==> src/rtl/mult_share_arbiter.sv <==
// Round-robin sharing of one external WIDTHxWIDTH multiplier between two requesters.
// Optional macro MULT_SHARE_RESULT_PIPE_EN adds a WAIT state and a product stage.
module mult_share_arbiter #(
  parameter int WIDTH = 4
) (
  input  logic             clk,
  input  logic             rst,
  input  logic             req0,
  input  logic [WIDTH-1:0] a0,
  input  logic [WIDTH-1:0] b0,
  input  logic             req1,
  input  logic [WIDTH-1:0] a1,
  input  logic [WIDTH-1:0] b1,
  output logic [WIDTH-1:0] mul_a,
  output logic [WIDTH-1:0] mul_b,
  input  logic [2*WIDTH-1:0] mul_p,
  output logic [2*WIDTH-1:0] product,
  output logic             done0,
  output logic             done1,
  output logic             busy
);

`ifdef MULT_SHARE_RESULT_PIPE_EN
  typedef enum logic [1:0] {
    IDLE, CALC, WAIT, DONE
  } state_t;
`else
  typedef enum logic [1:0] {
    IDLE, CALC, DONE
  } state_t;
`endif

  state_t state, state_next;

  logic grant_en;
  logic grant_sel;
  logic grant_id;
  logic last_grant;
  logic cap_en;

`ifdef MULT_SHARE_RESULT_PIPE_EN
  logic [2*WIDTH-1:0] stage;
`endif

  // State register
  always_ff @(posedge clk) begin
    if (rst) state <= IDLE;
    else     state <= state_next;
  end

  // Next state, grant selection and result capture strobe
  always_comb begin
    state_next = state;
    grant_en   = 1'b0;
    grant_sel  = 1'b0;
    cap_en     = 1'b0;
    unique case (state)
      IDLE: begin
        if (req0 || req1) begin
          grant_en   = 1'b1;
          grant_sel  = (req0 && req1) ? ~last_grant : req1;
          state_next = CALC;
        end
      end
`ifdef MULT_SHARE_RESULT_PIPE_EN
      CALC: state_next = WAIT;
      WAIT: begin
        cap_en     = 1'b1;
        state_next = DONE;
      end
`else
      CALC: begin
        cap_en     = 1'b1;
        state_next = DONE;
      end
`endif
      DONE: state_next = IDLE;
      default: state_next = IDLE;
    endcase
  end

  // Operand latch, arbitration history, product capture and done pulses
  always_ff @(posedge clk) begin
    if (rst) begin
      mul_a      <= '0;
      mul_b      <= '0;
      product    <= '0;
      done0      <= 1'b0;
      done1      <= 1'b0;
      grant_id   <= 1'b0;
      last_grant <= 1'b1;
`ifdef MULT_SHARE_RESULT_PIPE_EN
      stage      <= '0;
`endif
    end else begin
      done0 <= 1'b0;
      done1 <= 1'b0;
      if (grant_en) begin
        mul_a      <= grant_sel ? a1 : a0;
        mul_b      <= grant_sel ? b1 : b0;
        grant_id   <= grant_sel;
        last_grant <= grant_sel;
      end
`ifdef MULT_SHARE_RESULT_PIPE_EN
      if (state == CALC) stage <= mul_p;
      if (cap_en) product <= stage;
`else
      if (cap_en) product <= mul_p;
`endif
      if (cap_en) begin
        done0 <= ~grant_id;
        done1 <= grant_id;
      end
    end
  end

  assign busy = (state != IDLE);

endmodule

==> config.mk <==
export PLATFORM = sky130hd
export DESIGN_NAME = mult_share_arbiter
export DESIGN_NICKNAME = d
export VERILOG_FILES = /design/src/rtl/mult_share_arbiter.sv
export SDC_FILE = /design/constraint.sdc
export NUM_CORES = 1
export LEC_CHECK = 0
export ABC_AREA = 1
export CORE_UTILIZATION = 30
export CTS_BUF_LIST = sky130_fd_sc_hd__clkbuf_8
export DETAILED_ROUTE_END_ITERATION = 10
export GPL_TIMING_DRIVEN = 0
export REMOVE_ABC_BUFFERS = 1
export SLEW_MARGIN = 20
export SYNTH_ARGS = -nofsm -noshare
export SYNTH_HDL_FRONTEND = slang
export SYNTH_SLANG_ARGS = --single-unit
==> constraint.sdc <==
create_clock -name clk -period 1.9 [get_ports clk]
set_input_delay 0.57 -clock clk [delete_from_list [all_inputs] [get_ports clk]]
set_output_delay 0.57 -clock clk [all_outputs]
set_load 0.02 [all_outputs]
==> flow_summary.yaml <==
synth:
  synth.most_common_cell: "nor2_1"
  ys.flop_type: "dfxtp_1"
  ys_ff_latch: 22
  syn_area_per_cell_sq_um: 7.82
  synth_area_leaders: "dfxtp_1, nor2_1, nand2_1"
  yosysTopAreaCellShare: 0.451
  synth.distinct_cells: 21
  yosys.area.top_type: "dfxtp_1"
  syn_inst: 125
  synth_edf_count: 0
  synth_commonest_cells: "nor2_1, dfxtp_1, nand2_1"
  yosysWarnings: 0
  syn-cell-area_sq_um: 977
  yosysSeqAreaShare: 0.451
  synthArstFlopShare: 0
global_routing:
  grt_usage: 0.136
  grt_pass1_vias: 847
  antenna_found_initial: 0
  grt_pass1_wl_um: 3650
  grt-ovfl-total: 0
  grt_max_degree: 18
timing:
  min_period_ps: 1840
  fmax_mhz: 544
  fin_crit_sh: 0.967
  setup_tns_ps: 0
  rsz0062_at_grt: "no"
  setup_slack_ps: 62.6
  slew_headroom: 0.653
  final.setup_skew_ps: 3.71
  slew_violations: 0
  tightest_slew_ps: 518
  setup_viol: 0
  hold_viol_final: 0
clock_tree:
  root_buffer: "clkbuf_8"
  cts_buffers: 3
  cts.path.max_buffers: 2
  tritoncts: "built"
  clkTransAtPathRegs_ps: 80
  htreeDepth: 1
  clock_latency_ps: 260
  cts_sinks: 22
  postCtsSetupBuffers: 0
setup_path:
  startpoint_type: "register"
  critPathBufInv: 1
  r2r-end: "mul_b[2]"
  cp_cell_sequence: "clkdlybuf4s50_1"
  r2r_cells: 6
  endpoint_kind: "primary output"
  r2r_slack_ps: 660
  crit_required_ps: 1330
  cp_data_arrival_time_ps: 1270
  max_stage_delay_ps: 630
  cp_slowest_cell: "clkdlybuf4s50_1"
  critPathKind: "reg -> out"
  cpLargestDelayFamily: "buffers and inverters"
  critPathMaxFanout: 2
  r2r-start: "state[0]"
place:
  io_buffers: 46
  dpl_worst_slack_ps: -155
  placed_cell_area_sq_um: 1450
  dp_hpwl_um: 1740
  place_congestion: 0.707
route:
  drt_iter0_markers: 19
  routed_via_density: 4.33
  drc: 0
  drt-total-wl_um: 2300
  routedWlPerCell_um: 10.7
  vias: 935
  detail-route-antenna-nets: 0
  firstDrtPassIters: 4
pwr:
  internal-power_mw: 0.955
  switching_power_mw: 0.361
  ir_worst_vdd_mv: 0.440
  clkPwrFrac: 0.328
  power_density_nw_per_um2: 863
  pwr-share-comb: 0.267
  p_leak_nw: 0.674
  switching_share: 0.274
  totalPowerFinal_mw: 1.32
  p_seq_frac: 0.405
run_status:
  status: "complete, no violations"
die:
  die_h_um: 59.1
  initial_core_util: 0.317
  die-area_sq_um: 3490
  rows: 20
  die_w_um: 59.1
  io_pins: 47
  core_region_area_sq_um: 3080
final_layout:
  postLayoutCoreUtil: 0.496
  area_growth_pct: 56.1
  drive_gt1_frac: 0.116
  stdcell_area_sq_um: 1530
  diodes: 0
  fillerInstances: 318
  final_nets: 201
min_path:
  min_from: "grant_id"
  whs_endpoint: "done0"
  holdPathStages: 1
  hold_path_class: "reg -> reg"
run:
  max-cap-violations: 0
worst register-to-register path: stages (launching register included):
cell,delay [ps]
dfxtp_1,350
nor2_4,220
nand3_2,250
nand2_1,140
nand3_1,80
nand2_1,70
inv_1,30
metrics by stage:
| step | std cells | hold WS, ps |
|---|---|---|
| 2_1_floorplan | 122 | 433 |
| 3_3_place_gp | 212 | 469 |
| 3_5_place_dp | 212 | 464 |
| 4_1_cts | 216 | 480 |
| 5_1_grt | 216 | 512 |
| 6_report | 216 | 481 |
area by class of cell:
type	count	area [sq um]	share of cell area
inverter	13	53.8	0.0353
sequential	22	442	0.290
multi-input combinational	87	444	0.291
clock inverter	1	30.0	0.0197
tap	44	55.1	0.0361
timing repair buffer	46	459	0.301
clock buffer	3	41.3	0.0271
flip-flops by register name (all words and copies together) (netlist names):
signal      cells
grant_id        1
mul_b           4
done0           1
state           2
mul_a           4
done1           1
last_grant      1
product         8
power groups by stage:
stage | logic, mW | registers, mW | clock network, mW
2_1_floorplan | 0.137 | 0.589 | 0
3_3_place_gp | 0.350 | 0.543 | 0
3_5_place_dp | 0.355 | 0.544 | 0
4_1_cts | 0.354 | 0.533 | 0.446
5_1_grt | 0.384 | 0.538 | 0.468
6_report | 0.351 | 0.533 | 0.432
cells by family (layout without fill, tap and decap cells):
family,after synthesis,in the layout,share of synthesized area
AND/OR/NAND/NOR,78,78,0.405
flip-flops,22,22,0.451
buffers and inverters,16,63,0.0948
AO/OA/AOI/OAI,9,9,0.0499
cell usage in the layout, fill, tap and decap left out:
| cell type | synthesis | layout |
|---|---|---|
| dfxtp_2 | 0 | 1 |
| inv_6 | 1 | 1 |
| bufinv_16 | 0 | 1 |
| clkdlybuf4s50_1 | 0 | 45 |
| nand3_2 | 1 | 1 |
| nor3_1 | 1 | 1 |
| nor2_1 | 32 | 32 |
| a21oi_2 | 1 | 1 |
| nand4_1 | 8 | 8 |
| and3_1 | 1 | 1 |
| nor2_4 | 4 | 4 |
| nand2_2 | 2 | 2 |
| dlygate4sd2_1 | 0 | 1 |
| nand2_1 | 17 | 17 |
| nand3_1 | 9 | 9 |
| nand2_4 | 1 | 1 |
| inv_2 | 3 | 3 |
| nor2_8 | 1 | 1 |
| inv_1 | 9 | 9 |
| nor2_2 | 1 | 1 |
| o21ai_0 | 8 | 8 |
| clkbuf_8 | 0 | 3 |
| dfxtp_1 | 22 | 21 |
worst max path at each step:
stage	depth (start not counted)	start	end	slack [ps]
after floorplan	6	req0	mul_a[1]	690
after global placement	3	rst	done1	-150
after detailed placement	3	rst	done1	-150
after CTS	1	mul_a[0]	mul_a[0]	40
after global routing	1	mul_a[0]	mul_a[0]	3
final	1	mul_a[0]	mul_a[0]	60
metal layers:
| metal | part of all wire | GRT usage | up-vias | wire (um) |
|---|---|---|---|---|
| met5 | 0 | 0 | - | 0 |
| met4 | 0.0091 | 0.0510 | 0 | 21 |
| met3 | 0.019 | 0.0197 | 2 | 44 |
| met2 | 0.47 | 0.214 | 14 | 1080 |
| met1 | 0.50 | 0.187 | 425 | 1160 |
| li1 | - | - | 494 | - |
what timing repair did:
item	in CTS	in global routing
setup endpoints to repair	1	0
hold buffers	0	0
resized for setup	2	0
(Power assumes the default switching activity.)
